<file path="src/rtl/core_pkg.sv">
// core_pkg: shared encodings for the RV32I multicycle control sequencer.
// Holds the FSM state type, opcode constants, ALU codes, rd_sel and trap-cause codes.
package core_pkg;

    typedef enum logic [2:0] {
        S_RESET  = 3'd0,
        S_FETCH  = 3'd1,
        S_DECODE = 3'd2,
        S_EXEC   = 3'd3,
        S_MEM    = 3'd4,
        S_WB     = 3'd5,
        S_HALT   = 3'd6,
        S_TRAP   = 3'd7
    } state_t;

    localparam logic [6:0] OPC_LUI    = 7'b0110111;
    localparam logic [6:0] OPC_AUIPC  = 7'b0010111;
    localparam logic [6:0] OPC_JAL    = 7'b1101111;
    localparam logic [6:0] OPC_JALR   = 7'b1100111;
    localparam logic [6:0] OPC_BRANCH = 7'b1100011;
    localparam logic [6:0] OPC_LOAD   = 7'b0000011;
    localparam logic [6:0] OPC_STORE  = 7'b0100011;
    localparam logic [6:0] OPC_OP_IMM = 7'b0010011;
    localparam logic [6:0] OPC_OP     = 7'b0110011;

    localparam logic [3:0] ALU_ADD    = 4'b0000;
    localparam logic [3:0] ALU_PASS_B = 4'b1010;

    localparam logic [1:0] RD_PC_ADD  = 2'b00;
    localparam logic [1:0] RD_ALU     = 2'b01;
    localparam logic [1:0] RD_MEM     = 2'b10;

    localparam logic [1:0] CAUSE_NONE      = 2'b00;
    localparam logic [1:0] CAUSE_ILLEGAL   = 2'b01;
    localparam logic [1:0] CAUSE_FETCH_TMO = 2'b10;
    localparam logic [1:0] CAUSE_DATA_TMO  = 2'b11;

    localparam logic [2:0] SX_WORD = 3'b010;

    function automatic logic opcode_legal(input logic [6:0] op);
        logic legal;
        case (op)
            OPC_LUI, OPC_AUIPC, OPC_JAL, OPC_JALR, OPC_BRANCH,
            OPC_LOAD, OPC_STORE, OPC_OP_IMM, OPC_OP: legal = 1'b1;
            default:                                  legal = 1'b0;
        endcase
        return legal;
    endfunction

endpackage

</file>
<file path="src/rtl/branch_cond.sv">
// branch_cond: resolves the RV32I branch condition from func3 and the ALU compare flags.
// func3 010/011 are reserved encodings and are reported as illegal.
module branch_cond (
    input  logic [2:0] func3,
    input  logic       eq,
    input  logic       a_lt_b,
    input  logic       a_lt_ub,
    output logic       taken,
    output logic       illegal
);

    // Branch outcome and reserved-encoding detection
    always_comb begin
        taken   = 1'b0;
        illegal = 1'b0;
        case (func3)
            3'b000:  taken = eq;
            3'b001:  taken = ~eq;
            3'b100:  taken = a_lt_b;
            3'b101:  taken = ~a_lt_b;
            3'b110:  taken = a_lt_ub;
            3'b111:  taken = ~a_lt_ub;
            default: illegal = 1'b1;
        endcase
    end

endmodule

</file>
<file path="src/rtl/core_sequencer.sv">
// core_sequencer: multicycle control FSM for the RV32I core on a single clock, with
// one-cycle latch enables, req/ack memory handshake with bounded wait, traps and halt.
module core_sequencer
    import core_pkg::*;
#(
    parameter int XLEN        = 32,
    parameter int TMO_W       = 4,
    parameter int MEM_TIMEOUT = 15
) (
    input  logic            clk,
    input  logic            rst_n,
    input  logic [6:0]      opcode,
    input  logic [2:0]      func3,
    input  logic            func7b,
    input  logic            eq,
    input  logic            a_lt_b,
    input  logic            a_lt_ub,
    input  logic            mem_ack,
    input  logic            halt_req,
    output logic [3:0]      alu_func,
    output logic            alu_a_sel,
    output logic            alu_b_sel,
    output logic            pc_alu_sel,
    output logic            pc_next_sel,
    output logic [1:0]      rd_sel,
    output logic            addr_sel,
    output logic [2:0]      sx_size,
    output logic            mem_req,
    output logic            mem_we,
    output logic            insn_en,
    output logic            pc_en,
    output logic            rd_en,
    output logic            trap,
    output logic [1:0]      trap_cause,
    output logic            halted,
    output logic [XLEN-1:0] instret
);

    // Last wait-counter value before a missing ack becomes a timeout
    localparam logic [TMO_W-1:0] WAIT_LAST = TMO_W'(MEM_TIMEOUT - 1);

    state_t            state_r;
    logic [TMO_W-1:0]  wait_cnt_r;
    logic [XLEN-1:0]   instret_r;
    logic              trap_r;
    logic [1:0]        trap_cause_r;

    logic is_lui_s, is_auipc_s, is_jal_s, is_jalr_s, is_branch_s;
    logic is_load_s, is_store_s, is_op_s;
    logic br_taken_s, br_illegal_s;
    logic [3:0] alu_func_s;
    logic alu_a_sel_s, alu_b_sel_s, alu_active_s;

    assign is_lui_s    = (opcode == OPC_LUI);
    assign is_auipc_s  = (opcode == OPC_AUIPC);
    assign is_jal_s    = (opcode == OPC_JAL);
    assign is_jalr_s   = (opcode == OPC_JALR);
    assign is_branch_s = (opcode == OPC_BRANCH);
    assign is_load_s   = (opcode == OPC_LOAD);
    assign is_store_s  = (opcode == OPC_STORE);
    assign is_op_s     = (opcode == OPC_OP);

    branch_cond u_branch_cond (
        .func3   (func3),
        .eq      (eq),
        .a_lt_b  (a_lt_b),
        .a_lt_ub (a_lt_ub),
        .taken   (br_taken_s),
        .illegal (br_illegal_s)
    );

    // ALU function and operand selects implied by the current opcode
    always_comb begin
        alu_a_sel_s = is_auipc_s | is_jal_s;
        alu_b_sel_s = ~(is_op_s | is_branch_s);
        case (opcode)
            OPC_OP:     alu_func_s = {func7b, func3};
            OPC_OP_IMM: alu_func_s = {func7b & (func3 == 3'b101), func3};
            OPC_LUI:    alu_func_s = ALU_PASS_B;
            default:    alu_func_s = ALU_ADD;
        endcase
    end

    // ALU controls stay applied from EXEC through WB so alu_out and the flags hold steady
    assign alu_active_s = (state_r == S_EXEC) || (state_r == S_MEM) || (state_r == S_WB);

    // Sequencer state, memory wait counter, trap record and retired-instruction count
    always_ff @(posedge clk) begin
        if (!rst_n) begin
            state_r      <= S_RESET;
            wait_cnt_r   <= '0;
            instret_r    <= '0;
            trap_r       <= 1'b0;
            trap_cause_r <= CAUSE_NONE;
        end else begin
            case (state_r)
                S_RESET: begin
                    state_r    <= S_FETCH;
                    wait_cnt_r <= '0;
                end
                S_FETCH: begin
                    if (mem_ack) begin
                        state_r <= S_DECODE;
                    end else if (wait_cnt_r == WAIT_LAST) begin
                        state_r      <= S_TRAP;
                        trap_r       <= 1'b1;
                        trap_cause_r <= CAUSE_FETCH_TMO;
                    end else begin
                        wait_cnt_r <= wait_cnt_r + TMO_W'(1);
                    end
                end
                S_DECODE: begin
                    if (!opcode_legal(opcode)) begin
                        state_r      <= S_TRAP;
                        trap_r       <= 1'b1;
                        trap_cause_r <= CAUSE_ILLEGAL;
                    end else begin
                        state_r <= S_EXEC;
                    end
                end
                S_EXEC: begin
                    if (is_branch_s && br_illegal_s) begin
                        state_r      <= S_TRAP;
                        trap_r       <= 1'b1;
                        trap_cause_r <= CAUSE_ILLEGAL;
                    end else if (is_load_s || is_store_s) begin
                        state_r    <= S_MEM;
                        wait_cnt_r <= '0;
                    end else begin
                        state_r <= S_WB;
                    end
                end
                S_MEM: begin
                    if (mem_ack) begin
                        state_r <= S_WB;
                    end else if (wait_cnt_r == WAIT_LAST) begin
                        state_r      <= S_TRAP;
                        trap_r       <= 1'b1;
                        trap_cause_r <= CAUSE_DATA_TMO;
                    end else begin
                        wait_cnt_r <= wait_cnt_r + TMO_W'(1);
                    end
                end
                S_WB: begin
                    instret_r  <= instret_r + XLEN'(1);
                    wait_cnt_r <= '0;
                    state_r    <= halt_req ? S_HALT : S_FETCH;
                end
                S_HALT: begin
                    wait_cnt_r <= '0;
                    state_r    <= halt_req ? S_HALT : S_FETCH;
                end
                S_TRAP: begin
                    state_r <= S_TRAP;
                end
                default: begin
                    state_r <= S_RESET;
                end
            endcase
        end
    end

    // Datapath controls decoded from the registered state and instruction fields
    always_comb begin
        alu_func    = alu_active_s ? alu_func_s  : ALU_ADD;
        alu_a_sel   = alu_active_s ? alu_a_sel_s : 1'b0;
        alu_b_sel   = alu_active_s ? alu_b_sel_s : 1'b0;
        sx_size     = (alu_active_s && (is_load_s || is_store_s)) ? func3 : SX_WORD;
        pc_alu_sel  = 1'b0;
        pc_next_sel = 1'b0;
        rd_sel      = RD_PC_ADD;
        addr_sel    = 1'b0;
        mem_req     = 1'b0;
        mem_we      = 1'b0;
        insn_en     = 1'b0;
        pc_en       = 1'b0;
        rd_en       = 1'b0;
        halted      = 1'b0;
        case (state_r)
            S_FETCH: begin
                mem_req = 1'b1;
                insn_en = mem_ack;
            end
            S_MEM: begin
                mem_req  = 1'b1;
                addr_sel = 1'b1;
                mem_we   = is_store_s;
            end
            S_WB: begin
                pc_en       = 1'b1;
                rd_en       = ~(is_branch_s | is_store_s);
                rd_sel      = (is_jal_s | is_jalr_s) ? RD_PC_ADD :
                              (is_load_s ? RD_MEM : RD_ALU);
                pc_next_sel = is_jalr_s;
                pc_alu_sel  = ~(is_jal_s | is_auipc_s | (is_branch_s & br_taken_s));
            end
            S_HALT: begin
                halted = 1'b1;
            end
            default: begin
                halted = 1'b0;
            end
        endcase
    end

    assign trap       = trap_r;
    assign trap_cause = trap_cause_r;
    assign instret    = instret_r;

endmodule
</file>
<file path="config.mk">
export PLATFORM = sky130hd
export DESIGN_NAME = core_sequencer
export DESIGN_NICKNAME = d
export VERILOG_FILES = /design/src/rtl/core_pkg.sv /design/src/rtl/branch_cond.sv /design/src/rtl/core_sequencer.sv
export SDC_FILE = /design/constraint.sdc
export NUM_CORES = 1
export LEC_CHECK = 0
export ABC_AREA = 1
export CELL_PAD_IN_SITES_DETAIL_PLACEMENT = 1
export CELL_PAD_IN_SITES_GLOBAL_PLACEMENT = 2
export CORE_MARGIN = 5
export CORE_UTILIZATION = 24
export CTS_CLUSTER_SIZE = 12
export DETAILED_ROUTE_END_ITERATION = 8
export PLACE_DENSITY_LB_ADDON = 0.2
export SLEW_MARGIN = 40
export SYNTH_ARGS = -nofsm -noshare
export SYNTH_HDL_FRONTEND = slang
export SYNTH_SLANG_ARGS = --single-unit
</file>
<file path="constraint.sdc">
create_clock -name clk -period 1.59 [get_ports clk]
set_input_delay 0.2385 -clock clk [delete_from_list [all_inputs] [get_ports clk]]
set_output_delay 0.2385 -clock clk [all_outputs]
set_load 0.01 [all_outputs]
</file>
# --- Word-level counts from Yosys, hierarchy flattened ---
# Cells that the tools add are included.
classes:
  mux: 47
  n_addsub: 2
  n_reduce_logical: 18
  n_eq_ne: 33
  bitwise: 13
op_table:
  columns: ["op", "count"]
  rows:
  - ["adder 32 x 1 -> 32 bit (second input constant)", 1]
  - ["equality test 3 bit (second input constant)", 8]
  - ["case mux 4 bit (3 select lines)", 2]
  - ["equality test 7 x 6 -> 1 bit (second input constant)", 3]
  - ["equality test 7 bit (second input constant)", 3]
  - ["case mux 3 bit (7 select lines)", 1]
  - ["two-way mux 1 bit", 20]
  - ["two-way mux 2 bit", 10]
  - ["two-way mux 4 bit", 5]
  - ["two-way mux 3 bit", 6]
  - ["equality test 7 x 5 -> 1 bit (second input constant)", 2]
  - ["inequality test 2 bit (second input constant)", 7]
  - ["AND reduction 5 bit", 2]
  - ["OR reduction 9 bit", 1]
  - ["inequality test 2 x 1 -> 1 bit (second input constant)", 4]
  - ["case mux 2 bit (4 select lines)", 1]
  - ["equality test 7 x 2 -> 1 bit (second input constant)", 1]
  - ["AND reduction 7 bit", 1]
  - ["equality test 3 x 1 -> 1 bit (second input constant)", 2]
  - ["equality test 3 x 2 -> 1 bit (second input constant)", 2]
  - ["zero test 3 bit", 2]
  - ["inverter 1 bit", 6]
  - ["case mux 1 bit (6 select lines)", 1]
  - ["nonzero test 3 bit", 2]
  - ["11 further kinds", 20]
word_totals:
  ff_bits: 42
  word_cells: 118
  input_bits: 18

# --- Depth between registers and ports, before layout ---
# Gate-level depths: netlist of the first run.
logic_depth:
  ltp_word: 7
  depth_mapped: 12
  depth_no_buf: 12

# --- Hierarchy ---
# Synthesis of the first run repeated with hierarchy kept, for this count alone.
unflattened:
  hier_cells: 463
  hier_area_um2: 2778.9
modules_own_cells:
  columns: ["mod", "cells_each", "area_per_inst_um2", "seq_area_each_um2", "n_inst"]
  rows:
  - ["core_sequencer", 447, 2708.8, 840.8, 1]
  - ["branch_cond", 16, 70.1, 0.0, 1]

# --- Worst setup path before layout of the first run ---
# Ideal clock, no wire load.
synth_timing:
  path_type: "register to register"
  from: "register instret_r[0] (netlist: instret[0])"
  to: "register instret_r[18] (netlist: instret[18])"
  path_buffers: 0
  t_arrival_ps: 1383
  stages_incl_launch_ff: 9
  path_slack_ps: 79
  setup_time_ps: 128
  cell_sequence: "dfxtp_1 -> ha_1 -> nand3_1 -> nor2_2 -> nand3_2 -> nor2_2 -> nand2_1 -> xor2_1 -> nor2_1"
synth_via:
  elab_chain_cells: 1
synth_lines:
  columns: ["element", "line_no", "text"]
  rows:
  - ["start: declaration", "core_sequencer.sv:44", "logic [XLEN-1:0] instret_r;"]
  - ["start signal: assignment", "core_sequencer.sv:145", "instret_r <= instret_r + XLEN'(1);"]
  - ["adder 32 x 1 -> 32 bit", "core_sequencer.sv:145", null]
# Every way passes these cells.
# A chain may end at the register's enable or synchronous reset.

# --- Final worst setup path of the first run ---
layout_timing:
  from: "register state_r[2]"
  to: "output rd_sel[1]"
layout_via:
  elab_chain_cells: 2
layout_lines:
  columns: ["element", "line_no", "text"]
  rows:
  - ["start: declaration", "core_sequencer.sv:42", "state_t state_r;"]
  - ["start signal: assignment", "core_sequencer.sv:147", "state_r <= halt_req ? S_HALT : S_FETCH;"]
  - ["start signal: assignment", "core_sequencer.sv:151", "state_r <= halt_req ? S_HALT : S_FETCH;"]
  - ["equality test 3 bit", "core_sequencer.sv:179", "case (state_r)"]
  - ["two-way mux 2 bit", "core_sequencer.sv:179", null]
  - ["end: declaration", "core_sequencer.sv:25", "output logic [1:0] rd_sel,"]
# Every way passes these cells.

==> impl_metrics.csv, run 1 <==
group,metric,value,unit
outcome,status,"finished, violations left",
outcome,violations,"negative setup slack",
global_routing,antenna_found_initial,0,
placement,numPortBuffers,72,
critical_path,cp_slowest_cell,"dfxtp_2",
critical_path,cp.depth,8,
layout,final_common_cell,"nand2_1",
power_and_ir_drop,power_frac_clock,0.368,
clock_network,cts_tree,"built",
critical_path,crit_family,"buffers and inverters",
global_routing,first_global_vias,3673,
placement,post-dp-hpwl,8414,microns
power_and_ir_drop,power.leakage,2.037,nW
clock_network,postCtsHoldBufs,0,
power_and_ir_drop,internal-power,1.967,mW
synthesis,synth_warnings,0,
placement,dpl_cell_area,4202,sq um
floorplan,core-area,10980,sq um
sta,fin_crit,1.688,ns
hold_path,hold_class,"register to register",
sta,worst_slew_pin_slew,0.3871,ns
route,wl_per_cell,14.01,microns
power_and_ir_drop,sw_frac_of_total,0.2911,
critical_path,reg2regPathDepth,13,
clock_network,htree_levels,2,
layout,fin_area,4702,sq um
route,viasPerCell,4.535,
layout,fill_cells,1379,
sta,final-hold-violation-count,0,
route,first_pass_iters,4,
placement,place_ws,-0.6904,ns
route,drtAntennaViolNets,0,
route,drc,0,
floorplan,initial_utilization,0.2478,
global_routing,grt.busiest_layer,"met2",
hold_path,hold_path_end,"trap_cause[0]",
clock_network,cts_root_buf,"clkbuf_16",
clock_network,cts.clk_slew.worst_paths,0.06,ns
layout,final_nets,642,
sta,setup_slack,-0.09825,ns
global_routing,grt_overflow,0,
floorplan,die_width,116.5,microns
layout,final_util,0.4281,
floorplan,rows,38,
sta,relSlewSlack,0.7399,
critical_path,reg2reg_slack,-0.03,ns
power_and_ir_drop,comb_power_share,0.231,
power_and_ir_drop,power.share.sequential,0.401,
critical_path,r2r-end,"trap_cause[1]",
critical_path,critPathArrivalTime,1.45,ns
flow_run,maxCapViolCount,0,
route,drt_iter0_drc,136,
floorplan,io_pins,73,
critical_path,cp_slowest_stage_delay,0.35,ns
power_and_ir_drop,pwr_density_cell,590.2,nW/um^2
layout,final_cell_mix,"nand2_1 (127), buf_4 (83), nor2_1 (68), inv_1 (45), clkdlybuf4s50_1 (37)",
clock_network,clockBufferDepth,2,
critical_path,crit_required,1.35,ns
global_routing,met2_usage,0.2761,
synthesis,synth_seq_cells,42,
clock_network,clk_latency,0.29,ns
global_routing,grt_pass1_wl,17530,microns
placement,globalplace.congestion,0.8182,
power_and_ir_drop,vdd_drop_max,0.0005771,V
critical_path,path_buf_inv,4,
critical_path,critPathLaunchType,"register",
clock_network,numCtsBuffers,5,
placement,dp.cells,745,
route,routed_wl,10680,microns
sta,rsz0062_at_grt,"true",
hold_path,min_path_cells,2,
layout,synthToLayoutAreaGrowth,72.78,%
sta,finClkSkew,0.007781,ns
critical_path,reg2reg_from,"state_r[2]",
synthesis,seq_area_frac_synth,0.3090,
synthesis,syn_nets,479,
route,dr_total_vias,3456,
critical_path,worst-setup-path-type,"register to output port",
synthesis,syn_avg_cell_area,5.942,sq um
critical_path,worstPathCellList,"nand2_2, inv_2, nand2_4, inv_4, buf_6, nand3_4, nor4_4, buf_2",
floorplan,die-height,116.5,microns
global_routing,use_met1,0.2109,
layout,instances_no_fill,762,
power_and_ir_drop,p_switching,0.8080,mW
floorplan,dieArea,13570,sq um
hold_path,hp-start,"trap_cause[0]",
global_routing,grt_use_met3,0.02798,
sta,fin_crit_sh,1.062,
sta,final_max_slew_viol_count,0,
synthesis,yosysUniqueCellTypes,32,
sta,setup_violations,11,
synthesis,postSynthCellCount,458,
critical_path,worstPathMaxFanout,3,
global_routing,grt_max_degree,15,
layout,n_antenna_cell,0,
global_routing,grt_usage,0.1591,
layout,drive_gt1_frac,0.3328,
critical_path,crit_path_end_kind,"output port",
sta,fmax,592.3,MHz
clock_network,numClockSinks,42,
synthesis,synth_area,2721,sq um
-- worst reg2reg max path, stage by stage, from the launching register on --
cell	delay (ns)
dfxtp_2	0.35
buf_4	0.12
nand3_2	0.11
buf_6	0.15
nand2_2	0.07
buf_4	0.12
nand2_1	0.07
nand2_1	0.07
nand2_1	0.05
nor2_1	0.12
nand2_2	0.12
nand2_1	0.08
nand2_1	0.04
nor2_1	0.08
-- worst max-delay path by stage --
stage,from,to
after floorplan,instret[0],instret[18]
after global placement,opcode[4],rd_sel[1]
after detailed placement,opcode[4],rd_sel[1]
after CTS,state_r[0],rd_sel[1]
after global routing,state_r[0],rd_sel[1]
final,state_r[2],rd_sel[1]
-- Yosys cell counts (all sizes together) --
cell type	count	share of area
dfxtp	42	0.31
nor3b	2	0.0055
nand3	22	0.046
buf	1	0.0018
nor4	2	0.0046
o2111ai	1	0.0032
o31ai	1	0.0028
nand4	5	0.011
xor2	11	0.035
o21a	1	0.0028
o21bai	2	0.0055
and3	2	0.0046
o21ba	1	0.0037
a21oi	26	0.048
ha	3	0.014
o21ai	19	0.035
a211oi	1	0.0028
clkbuf	5	0.0069
xnor2	1	0.0032
inv	59	0.081
nor3	15	0.031
nor2	91	0.13
a41oi	1	0.0032
nand2	141	0.20
nand3b	3	0.0083
-- kinds of logic (layout without fill, tap and decap cells) --
logic type,after synthesis,after routing,share of synthesized area
buffers and inverters,65,229,0.09011
flip-flops,42,42,0.3090
XOR/XNOR,12,12,0.03862
adder cells (fa/ha/maj),3,3,0.01379
AO/OA/AOI/OAI,53,53,0.1067
AND/OR/NAND/NOR,283,283,0.4418
-- state kept, by name (all words and copies together) (netlist names) --
name	count
instret	32
wait_cnt_r	4
state_r	3
trap_cause	2
trap	1
-- area by class of cell --
class | instances | area, sq um | share of cell area
Sequential cell | 42 | 857.1 | 0.1823
Timing Repair Buffer | 162 | 1349 | 0.2869
Tap cell | 140 | 175.2 | 0.03725
Multi-Input combinational cell | 351 | 1954 | 0.4156
Inverter | 59 | 224.0 | 0.04763
Clock inverter | 2 | 13.76 | 0.002927
Clock buffer | 6 | 128.9 | 0.02741
-- power groups by stage --
stage | clock network (mW) | logic [mW] | registers (mW)
after detailed placement | 0 | 0.562 | 1.13
final | 1.02 | 0.642 | 1.11
after floorplan | 0 | 0.234 | 1.14
after global routing | 1.10 | 0.711 | 1.12
after CTS | 1.07 | 0.607 | 1.11
after global placement | 0 | 0.552 | 1.13
-- through the flow --
stage | power [mW] | hold WS [ns] | setup TNS, ns
after floorplan | 1.370 | 0.4657 | 0
after global placement | 1.680 | 0.4406 | -12.37
after detailed placement | 1.692 | 0.4522 | -13.90
after CTS | 2.784 | 0.4616 | -0.6644
after global routing | 2.930 | 0.4859 | -2.668
final | 2.775 | 0.4619 | -0.5327
-- per-layer routing --
layer	share of wire	vias up
li1	-	1768
met1	0.48	1639
met2	0.48	47
met3	0.039	2
met4	0.0036	0
met5	0	-
-- repair_timing --
| action | CTS | global route |
|---|---|---|
| setup buffers | 5 | 4 |
| cloned | 0 | 0 |
| setup endpoints to repair | 42 | 53 |
| pin swaps | 16 | 8 |
| resized for setup | 151 | 55 |
(Power assumes the default switching activity.)
==> inputs of run 2 (changes only) <==
--- a/config.mk
+++ b/config.mk
@@ -13,7 +13,6 @@
 export CTS_CLUSTER_SIZE = 12
 export DETAILED_ROUTE_END_ITERATION = 8
 export PLACE_DENSITY_LB_ADDON = 0.2
-export SLEW_MARGIN = 40
 export SYNTH_ARGS = -nofsm -noshare
 export SYNTH_HDL_FRONTEND = slang
 export SYNTH_SLANG_ARGS = --single-unit
==> results of run 2 <==
Final layout, timing and power as in run 1 (identical DEF).
==> inputs of run 3 (changes only) <==
--- a/config.mk
+++ b/config.mk
@@ -6,6 +6,7 @@
 export NUM_CORES = 1
 export LEC_CHECK = 0
 export ABC_AREA = 1
+export ABC_CLOCK_PERIOD_IN_PS = 1590
 export CELL_PAD_IN_SITES_DETAIL_PLACEMENT = 1
 export CELL_PAD_IN_SITES_GLOBAL_PLACEMENT = 2
 export CORE_MARGIN = 5
==> results of run 3 <==
Final layout, timing and power as in run 1 (identical DEF).
